## config.mk

```make
export PLATFORM = sky130hd
export DESIGN_NAME = aes_dout_streamer
export DESIGN_NICKNAME = d
export VERILOG_FILES = /design/src/rtl/aes_dout_streamer.sv
export SDC_FILE = /design/constraint.sdc
export NUM_CORES = 1
export LEC_CHECK = 0
export ABC_AREA = 1
export CORE_AREA = 5 5 105 107
export CTS_BUF_LIST = sky130_fd_sc_hd__clkbuf_4 sky130_fd_sc_hd__clkbuf_8
export DETAILED_ROUTE_END_ITERATION = 10
export DIE_AREA = 0 0 110 112
export DONT_BUFFER_PORTS = 1
export PLACE_DENSITY = 0.56
export SYNTH_ARGS = -nofsm -noshare
export SYNTH_HDL_FRONTEND = slang
export SYNTH_SLANG_ARGS = --single-unit
```

## constraint.sdc

```tcl
create_clock -name clk -period 4.05 [get_ports clk]
set_clock_uncertainty 0.2 [all_clocks]
set_input_delay 0.81 -clock clk [delete_from_list [all_inputs] [get_ports clk]]
set_output_delay 0.81 -clock clk [all_outputs]
set_load 0.03 [all_outputs]
```

## src/rtl/aes_dout_streamer.sv

```systemverilog
// Output stage after the 128->32 ciphertext FIFO: pops words into a 2-entry
// output/skid buffer and presents them on a valid/ready stream with block framing.
module aes_dout_streamer #(
  parameter int DATA_WH         = 32,
  parameter int WORDS_PER_BLOCK = 4,
  parameter int CNT_WH          = 16
) (
  input  logic               clk,
  input  logic               resetn,
  input  logic               enable,
  input  logic               fifo_empty,
  input  logic [DATA_WH-1:0] fifo_data,
  output logic               fifo_read,
  output logic               m_valid,
  output logic [DATA_WH-1:0] m_data,
  output logic               m_last,
  input  logic               m_ready,
  output logic [CNT_WH-1:0]  block_count,
  output logic               busy
);

  localparam int IDX_W = (WORDS_PER_BLOCK > 1) ? $clog2(WORDS_PER_BLOCK) : 1;
  localparam logic [IDX_W-1:0] LAST_IDX = IDX_W'(WORDS_PER_BLOCK - 1);

  typedef enum logic [1:0] {EMPTY, ONE, TWO} state_t;

  state_t             state;
  state_t             state_nxt;
  logic [DATA_WH-1:0] out_reg;
  logic [DATA_WH-1:0] skid_reg;
  logic [IDX_W-1:0]   word_idx;
  logic               pop;
  logic               xfer;
  logic               load_out_fifo;
  logic               load_out_skid;
  logic               load_skid;

  // The pop decision looks only at registered state, never at m_ready.
  assign pop         = resetn & enable & ~fifo_empty & (state != TWO);
  assign fifo_read   = pop;
  assign m_valid     = (state != EMPTY);
  assign m_data      = out_reg;
  assign m_last      = m_valid & (word_idx == LAST_IDX);
  assign busy        = m_valid;
  assign xfer        = m_valid & m_ready;

  always_comb begin
    state_nxt     = state;
    load_out_fifo = 1'b0;
    load_out_skid = 1'b0;
    load_skid     = 1'b0;
    case (state)
      EMPTY: begin
        if (pop) begin
          load_out_fifo = 1'b1;
          state_nxt     = ONE;
        end
      end
      ONE: begin
        if (pop && xfer) begin
          load_out_fifo = 1'b1;
        end else if (pop) begin
          load_skid     = 1'b1;
          state_nxt     = TWO;
        end else if (xfer) begin
          state_nxt     = EMPTY;
        end
      end
      TWO: begin
        if (xfer) begin
          load_out_skid = 1'b1;
          state_nxt     = ONE;
        end
      end
      default: state_nxt = EMPTY;
    endcase
  end

  // Output register stage: state, head word and block framing counters.
  always_ff @(posedge clk) begin
    if (!resetn) begin
      state       <= EMPTY;
      out_reg     <= '0;
      word_idx    <= '0;
      block_count <= '0;
    end else begin
      state <= state_nxt;
      if (load_out_fifo) begin
        out_reg <= fifo_data;
      end else if (load_out_skid) begin
        out_reg <= skid_reg;
      end
      if (xfer) begin
        word_idx <= (word_idx == LAST_IDX) ? '0 : word_idx + 1'b1;
      end
      if (xfer && m_last) begin
        block_count <= block_count + 1'b1;
      end
    end
  end

  // Skid stage: pure data, only meaningful while state is TWO.
  always_ff @(posedge clk) begin
    if (load_skid) begin
      skid_reg <= fifo_data;
    end
  end

endmodule

```

== Word-level counts from Yosys, hierarchy flattened ==
Index checks and enable logic that the tools add are counted.

* Reduce and logical (&&, ||, !) cells: 6
* Equality and inequality tests: 8
* Bitwise operators: 6
* Muxes and demuxes: 16
* Add/subtract/negate cells: 2

{| class="wikitable"
|+ Operators with widths
! kind !! number
|-
| 32-bit 2-to-1 mux || 2
|-
| 16-bit by 1-bit adder with 16-bit output, second input constant || 1
|-
| 2-bit 2-to-1 mux || 6
|-
| 2-bit != test, second input constant || 4
|-
| 1-bit 2-to-1 mux || 6
|-
| 2-bit one-hot mux with 3 select lines || 1
|-
| 1-bit AND || 5
|-
| 2-bit equality test, second input constant || 2
|-
| 4-bit AND reduction || 1
|-
| 2-bit nonzero test || 2
|-
| 3-bit != test, second input constant || 1
|-
| 2-bit by 1-bit adder with 2-bit output, second input constant || 1
|-
| 2-bit by 1-bit equality test with 1-bit output, second input constant || 1
|-
| 1-bit logical AND || 2
|-
| 2-bit logical NOT || 1
|-
| 1-bit one-hot mux with 2 select lines || 1
|-
| 1-bit NOT || 1
|}

* Output and inout port bits: 52
* Input port bits: 37
* Register bits after elaboration: 84
* Word-level logic and storage cells: 43

== Depth between registers and ports, before layout ==
Gate-level depths: netlist of run 1.

* Depth in word-level cells: 7
* Mapped depth: 9
* Gate-level depth less buffers: 9

== Worst setup path before layout of run 1 ==
No wires, ideal clock.

* Path type: in2reg
* Start: input port fifo_empty
* End: register skid_reg[0], enable pin
* Stages: 6
* Path slack: 0.525 ns
* Data required time: 3.429 ns
* Arrival: 2.904 ns
* Setup time: 0.421 ns
* Buffers on the path: 1
* Cell sequence: inv_1 -> nand3_1 -> nor2_4 -> buf_2 -> nand3_1 -> nor2_1

* Longest elaborated chain between the ends: 6
* Elaborated cells between the ends (all ways): 7
* Those cells by class: mux (3); bitwise (3); reduce/logical (1)

{| class="wikitable"
|+ Ends and longest elaborated chain
! what !! line !! source
|-
| from (decl) || 11 || <nowiki>input logic fifo_empty,</nowiki>
|-
| 1-bit NOT (*) || 39 || <nowiki>assign pop = resetn & enable & ~fifo_empty & (state != TWO);</nowiki>
|-
| 1-bit AND (*) (2 in series) || 39 ||
|-
| named net fifo_read || 13 || <nowiki>output logic fifo_read,</nowiki>
|-
| 1-bit 2-to-1 mux or 1-bit logical AND (tied branches) || 62, 60 ||
|-
| 1-bit 2-to-1 mux (*) || 60 || <nowiki>if (pop && xfer) begin</nowiki>
|-
| 1-bit 2-to-1 mux (*) || 52 || <nowiki>case (state)</nowiki>
|-
| named net load_skid || 36 || <nowiki>logic load_skid;</nowiki>
|-
| to (signal assigned) || 105 || <nowiki>skid_reg <= fifo_data;</nowiki>
|-
| to (decl) || 30 || <nowiki>logic [DATA_WH-1:0] skid_reg;</nowiki>
|}

Mark *: on every way through the listed nets, which the timed path passes. The rest lies on a longest branch.
A chain may end at the register's enable or synchronous reset.

== Final worst setup path of run 1 ==
* Start: register word_idx[0]
* End: output port m_last

* Longest elaborated chain between the ends: 2

{| class="wikitable"
|+ Ends and longest elaborated chain
! what !! line !! source
|-
| from (decl) || 31 || <nowiki>logic [IDX_W-1:0] word_idx;</nowiki>
|-
| from (signal assigned) || 94 || <nowiki>word_idx <= (word_idx == LAST_IDX) ? '0 : word_idx + 1'b1;</nowiki>
|-
| 2-bit equality test || 43 || <nowiki>assign m_last = m_valid & (word_idx == LAST_IDX);</nowiki>
|-
| 1-bit AND || 43 ||
|-
| to (decl) || 16 || <nowiki>output logic m_last,</nowiki>
|}

No other way between the ends.

==> impl_metrics.csv, run 1 <==
group,metric,value,unit
cts,cts_buffer_depth,2,
synth,avgSynthCellArea,8.43,um^2
timing,setup_slack,1.53,ns
routing,first_pass_iters,6,
global_routing,grt_usage,0.143,
global_routing,grt_pass1_vias,2617,
placed_design,preCtsSetupSlack,1.43,ns
cts,cts_root_buffer,"clkbuf_8",
placed_design,dp_cells,529,
global_routing,antenna_found_initial,0,
placed_design,routabilityCongestion,0.745,
hold_path,min_path_type,"reg -> reg",
synth,mappedNetlistArea,3430,um^2
global_routing,grt_max_degree,43,
timing,fmax,397,MHz
timing,tightestPinTransition,1.00,ns
worst_setup_path,worstPathRequired,3.04,ns
worst_setup_path,crit_type,"reg -> out",
flow_run,drv_cap,0,
worst_setup_path,cp.arrival,1.51,ns
power,power_leakage,1.42,nW
die,dieHeight,112,um
die,dieArea,12300,um^2
timing,tns,0,ns
finish,nets,443,
cts,clock_latency,0.35,ns
worst_setup_path,crit_path_start_kind,"register",
routing,wl_per_cell,15.0,um
timing,setup_violations,0,
power,vdd_drop_max,0.149,mV
finish,diodes,0,
timing,period_share,0.622,
global_routing,overflow,0,
synth,ys.flop_type,"dfxtp_1",
synth,synth_cell_types,24,
synth,synth_top_area_share,0.304,
timing,whs,0.304,ns
finish,drive_above_1_share,0.0856,
timing,hold_viol,0,
timing,period_needed,2.52,ns
cts,post_cts_resized,0,
synth,synthCells,407,
synth,ys_warn_count,0,
die,ios,89,
placed_design,portBuffers,0,
timing,slew_violations,0,
die,rows,37,
synth,synthTopCellsByArea,"dfxtp_1, edfxtp_1, nand2_1",
cts,clock-sinks,84,
synth,synth_top_cell_by_area,"dfxtp_1",
synth,async_reset_ff_frac,0,
cts,htree_levels,3,
worst_setup_path,end_kind,"primary output",
placed_design,dp.final_hpwl,5440,um
worst_setup_path,cp_slowest_cell,"nor2_1",
status,status,"completed",
cts,cts_tree,"built",
worst_setup_path,cp_cell_sequence,"ha_1 -> inv_1 -> nor2_1",
synth,synth-edff-count,32,
finish,finalNonFillerCells,545,
synth,ys_seq_elements,84,
routing,avgViaCountPerCell,4.83,
cts,cts_buffers,9,
routing,dr_total_vias,2632,
routing,drt_iter0_markers,179,
cts,cts.hold.buffers_added,0,
finish,area_delta_synth_final,10.4,%
synth,syn-num-nets,446,
finish,final_util,0.377,
finish,filler_cell_count,1045,
cts,clk_pin_slew,0.09,ns
routing,drc_errors,0,
routing,wirelength,8160,um
timing,rsz0062_at_grt,"no",
power,power_density,434,nW/um^2
cts,cts_setup_buffers,0,
timing,slew_headroom,0.331,
synth,seq_area_frac_synth,0.584,
die,start_util,0.341,
worst_setup_path,cp_max_fo,4,
die,core,10000,um^2
worst_setup_path,slowest_delay,0.47,ns
routing,ant_nets,0,
die,die_w,110,um
global_routing,grt_pass1_wl,13600,um
## per-stage QoR
step           power, mW  cell area, um^2
3_5_place_dp       0.995             3560
3_3_place_gp       0.994             3560
2_1_floorplan      0.982             3430
6_report            1.65             3790
5_1_grt             1.72             3790
4_1_cts             1.67             3790
## final timing paths
| kind | from | to | slack (ns) | depth (start not counted) |
|---|---|---|---|---|
| max | word_idx[0] | m_last | 1.53 | 3 |
| min | word_idx[1] | word_idx[1] | 0.30 | 2 |
| max reg2reg | state[0] | m_data[4] | 1.75 | 7 |
| min reg2reg | word_idx[1] | word_idx[1] | 0.30 | 2 |
## placed cells by master, fill, tap and decap left out, drive strengths merged, types with 2 or more instances in the layout
| cell | n |
|---|---|
| nand4 | 2 |
| ha | 2 |
| nand3 | 41 |
| nor3 | 3 |
| o21ai | 10 |
| clkbuf | 9 |
| buf | 4 |
| dfxtp | 52 |
| clkinv | 4 |
| nor2 | 65 |
| inv | 26 |
| bufinv | 2 |
| a21oi | 46 |
| edfxtp | 32 |
| nand2 | 107 |
| a211oi | 2 |
## worst max-delay path: cells and delay by family (launching register included)
family | cells | cell delay (ns)
fa+ha+maj | 1 | 0.24
buf+inv | 1 | 0.08
flops | 1 | 0.36
simple gates | 1 | 0.47
## layer usage
layer | up-vias | global-route usage | part of all wire
met1 | 1214 | 0.165 | 0.42
met4 | 0 | 0.0640 | 0.014
li1 | 1332 | - | -
met3 | 11 | 0.0649 | 0.10
met2 | 75 | 0.224 | 0.46
met5 | - | 0 | 0
## Yosys cell counts (all sizes together) (3+ instances only)
master    n
a21oi    46
buf       8
clkbuf   10
dfxtp    52
edfxtp   32
inv      24
nand2   107
nand3    41
nor2     65
nor3      3
o21ai    10
## logic make-up (layout without fill, tap and decap cells)
| group | Yosys count | count (layout) | share of synthesized area |
|---|---|---|---|
| DFF | 84 | 84 | 0.584 |
| buffers and inverters | 43 | 45 | 0.0507 |
| AOI/OAI and AO/OA | 59 | 59 | 0.0901 |
| adders and majority gates | 2 | 2 | 0.00730 |
| and+or+nand+nor | 218 | 218 | 0.266 |
| xor gates and xnor gates | 1 | 1 | 0.00255 |
## area by class of cell
cell class              count  area, um^2  area share
well taps                 136         170      0.0449
clock inverters             7        98.8      0.0261
inverters                  25        93.8      0.0248
multi-input cells         280        1270       0.335
repair buffers              4        30.0     0.00793
flip-flops and latches     84        2000       0.529
clock buffers               9         124      0.0327
## where the power goes
group          switching (mW)  internal [mW]  total [mW]
logic                  0.0373         0.0166      0.0539
registers              0.0319          0.888       0.920
clock network           0.319          0.353       0.672
total                   0.388           1.26        1.65
Note: power is estimated with default switching activity, not from simulation.
==> run 2, diff against run 1 <==
- clock period: 4.05 -> 2.4 ns (I/O delays scaled with it)
==> run 2 against run 1 <==
Combinational power rose by 120%. Flip-flop and latch count did not move. Largest power group unchanged. Critical path depth did not move. Global-route usage fell by 0.15 points. Cell count rose by 5.1%. Count of clock-buffer cells in the layout did not move. Worst setup slack got worse by 1.3 ns. First-iteration DRC count fell by 21%. Design area rose by 7.1%. Register-to-register slack got worse by 1.2 ns. Total power rose by 74%. Core utilization rose by 2.7 points.
==> impl_metrics.csv, run 2 (same netlist as run 1, synthesis figures left out) <==
group,metric,value,unit
flow_run,drv_cap,0,
cts,cts_tree,"built",
timing,period_share,0.900,
worst_setup_path,rr_endpoint,"m_data[20]",
cts,htree_levels,3,
finish,nets,472,
die,die_w,110,um
finish,finalNonFillerCells,573,
timing,setup_slack,0.239,ns
placed_design,routabilityCongestion,0.763,
routing,wl_per_cell,15.0,um
cts,cts_buffer_depth,2,
timing,setup_violations,0,
routing,drt_iter0_markers,141,
global_routing,grt_pass1_wl,13500,um
power,power_leakage,1.56,nW
die,rows,37,
worst_setup_path,cp_max_fo,4,
timing,hold_viol,0,
cts,clock-sinks,84,
finish,diodes,0,
finish,final_util,0.404,
routing,first_pass_iters,4,
timing,rsz0062_at_grt,"no",
worst_setup_path,end_kind,"primary output",
global_routing,antenna_found_initial,0,
cts,cts_buffers,9,
cts,cts_root_buffer,"clkbuf_8",
hold_path,min_to,"skid_reg[1]",
finish,fin_area,4060,um^2
die,dieHeight,112,um
routing,dr_total_vias,2730,
worst_setup_path,rr_worst_depth,8,
global_routing,grt_usage,0.141,
global_routing,grt_max_degree,34,
die,ios,89,
power,totalPowerFinal,2.86,mW
timing,whs,0.0294,ns
cts,clock_latency,0.34,ns
placed_design,preCtsSetupSlack,0.508,ns
power,vdd_drop_max,0.348,mV
worst_setup_path,reg2reg_slack,0.51,ns
routing,drc_errors,0,
routing,wirelength,8580,um
hold_path,min_path_type,"in -> reg",
cts,cts_setup_buffers,0,
placed_design,dp_cells,543,
finish,drive_above_1_share,0.110,
die,dieArea,12300,um^2
power,power_density,706,nW/um^2
die,start_util,0.341,
die,core,10000,um^2
timing,period_needed,2.16,ns
placed_design,post_dp_cell_area,3670,um^2
worst_setup_path,crit_type,"reg -> out",
timing,fmax,463,MHz
finish,final_common_cell,"nand2_1",
worst_setup_path,r2r_start,"state[1]",
timing,tns,0,ns
cts,clk_pin_slew,0.08,ns
hold_path,min-delay-start,"fifo_data[1]",
routing,avgViaCountPerCell,4.76,
finish,area_delta_synth_final,18.3,%
finish,mostFrequentLayoutCells,"nand2_1, nor2_1, dfxtp_1",
worst_setup_path,crit_path_start_kind,"register",
placed_design,portBuffers,0,
hold_path,hold_depth,0,
finish,filler_cell_count,1053,
worst_setup_path,cp.arrival,1.48,ns
timing,tightestPinTransition,0.637,ns
placed_design,dp.final_hpwl,5840,um
routing,ant_nets,0,
global_routing,overflow,0,
global_routing,grt_pass1_vias,2568,
worst_setup_path,worstPathRequired,1.72,ns
status,status,"completed",
timing,slew_violations,0,
timing,slew_headroom,0.575,
## run 2: cell types whose count changed in the layout (fill, tap and decap cells not counted), sizes merged
cell	change
dlygate4sd3	+15
buf	+14
bufinv	+1
clkinv	-1
inv	-1
## run 2: routing by layer
layer / part of all wire / vias to the layer above / track usage
met5: 0 / - / 0
met1: 0.41 / 1254 / 0.166
met2: 0.49 / 74 / 0.232
li1: - / 1390 / -
met3: 0.081 / 12 / 0.0603
met4: 0.017 / 0 / 0.0407
## run 2: critical path: stages (launching register included)
cell	delay, ns
dfxtp_1	0.35
ha_1	0.23
inv_1	0.09
nor2_1	0.47
## run 2: area by class of cell
cell class,instances,area (um^2),share of cell area
sequential,84,2000,0.494
multi-input combinational,280,1270,0.313
timing repair buffer,33,285,0.0703
tap,136,170,0.0419
clock buffer,9,124,0.0305
clock inverter,6,113,0.0278
inverter,25,93.8,0.0231
## run 2: timing repair
action	4_1_cts	5_1_grt
gates resized for setup	0	0
endpoints found under the hold margin	1	14
hold buffers	1	14
## run 2: worst max path at each step
stage	from	to	slack, ns	cells after the start
final	word_idx[0]	m_last	0.24	3
after floorplan	fifo_empty	skid_reg[0]	0.04	6
after CTS	word_idx[0]	m_last	0.19	3
after global routing	word_idx[0]	m_last	0.12	3
after detailed placement	fifo_empty	skid_reg[20]	0.51	6
after global placement	fifo_empty	skid_reg[25]	0.52	6
## run 2: power breakdown
part	internal, mW	switching, mW	leakage (nW)
clock network	0.690	0.503	0.120
logic	0.0474	0.0703	0.732
registers	1.50	0.0533	0.709
==> run 3, diff against run 2 <==
- SLEW_MARGIN: unset -> 10
==> results of run 3 <==
The final DEF is identical to that of run 2; final timing and power are the same.
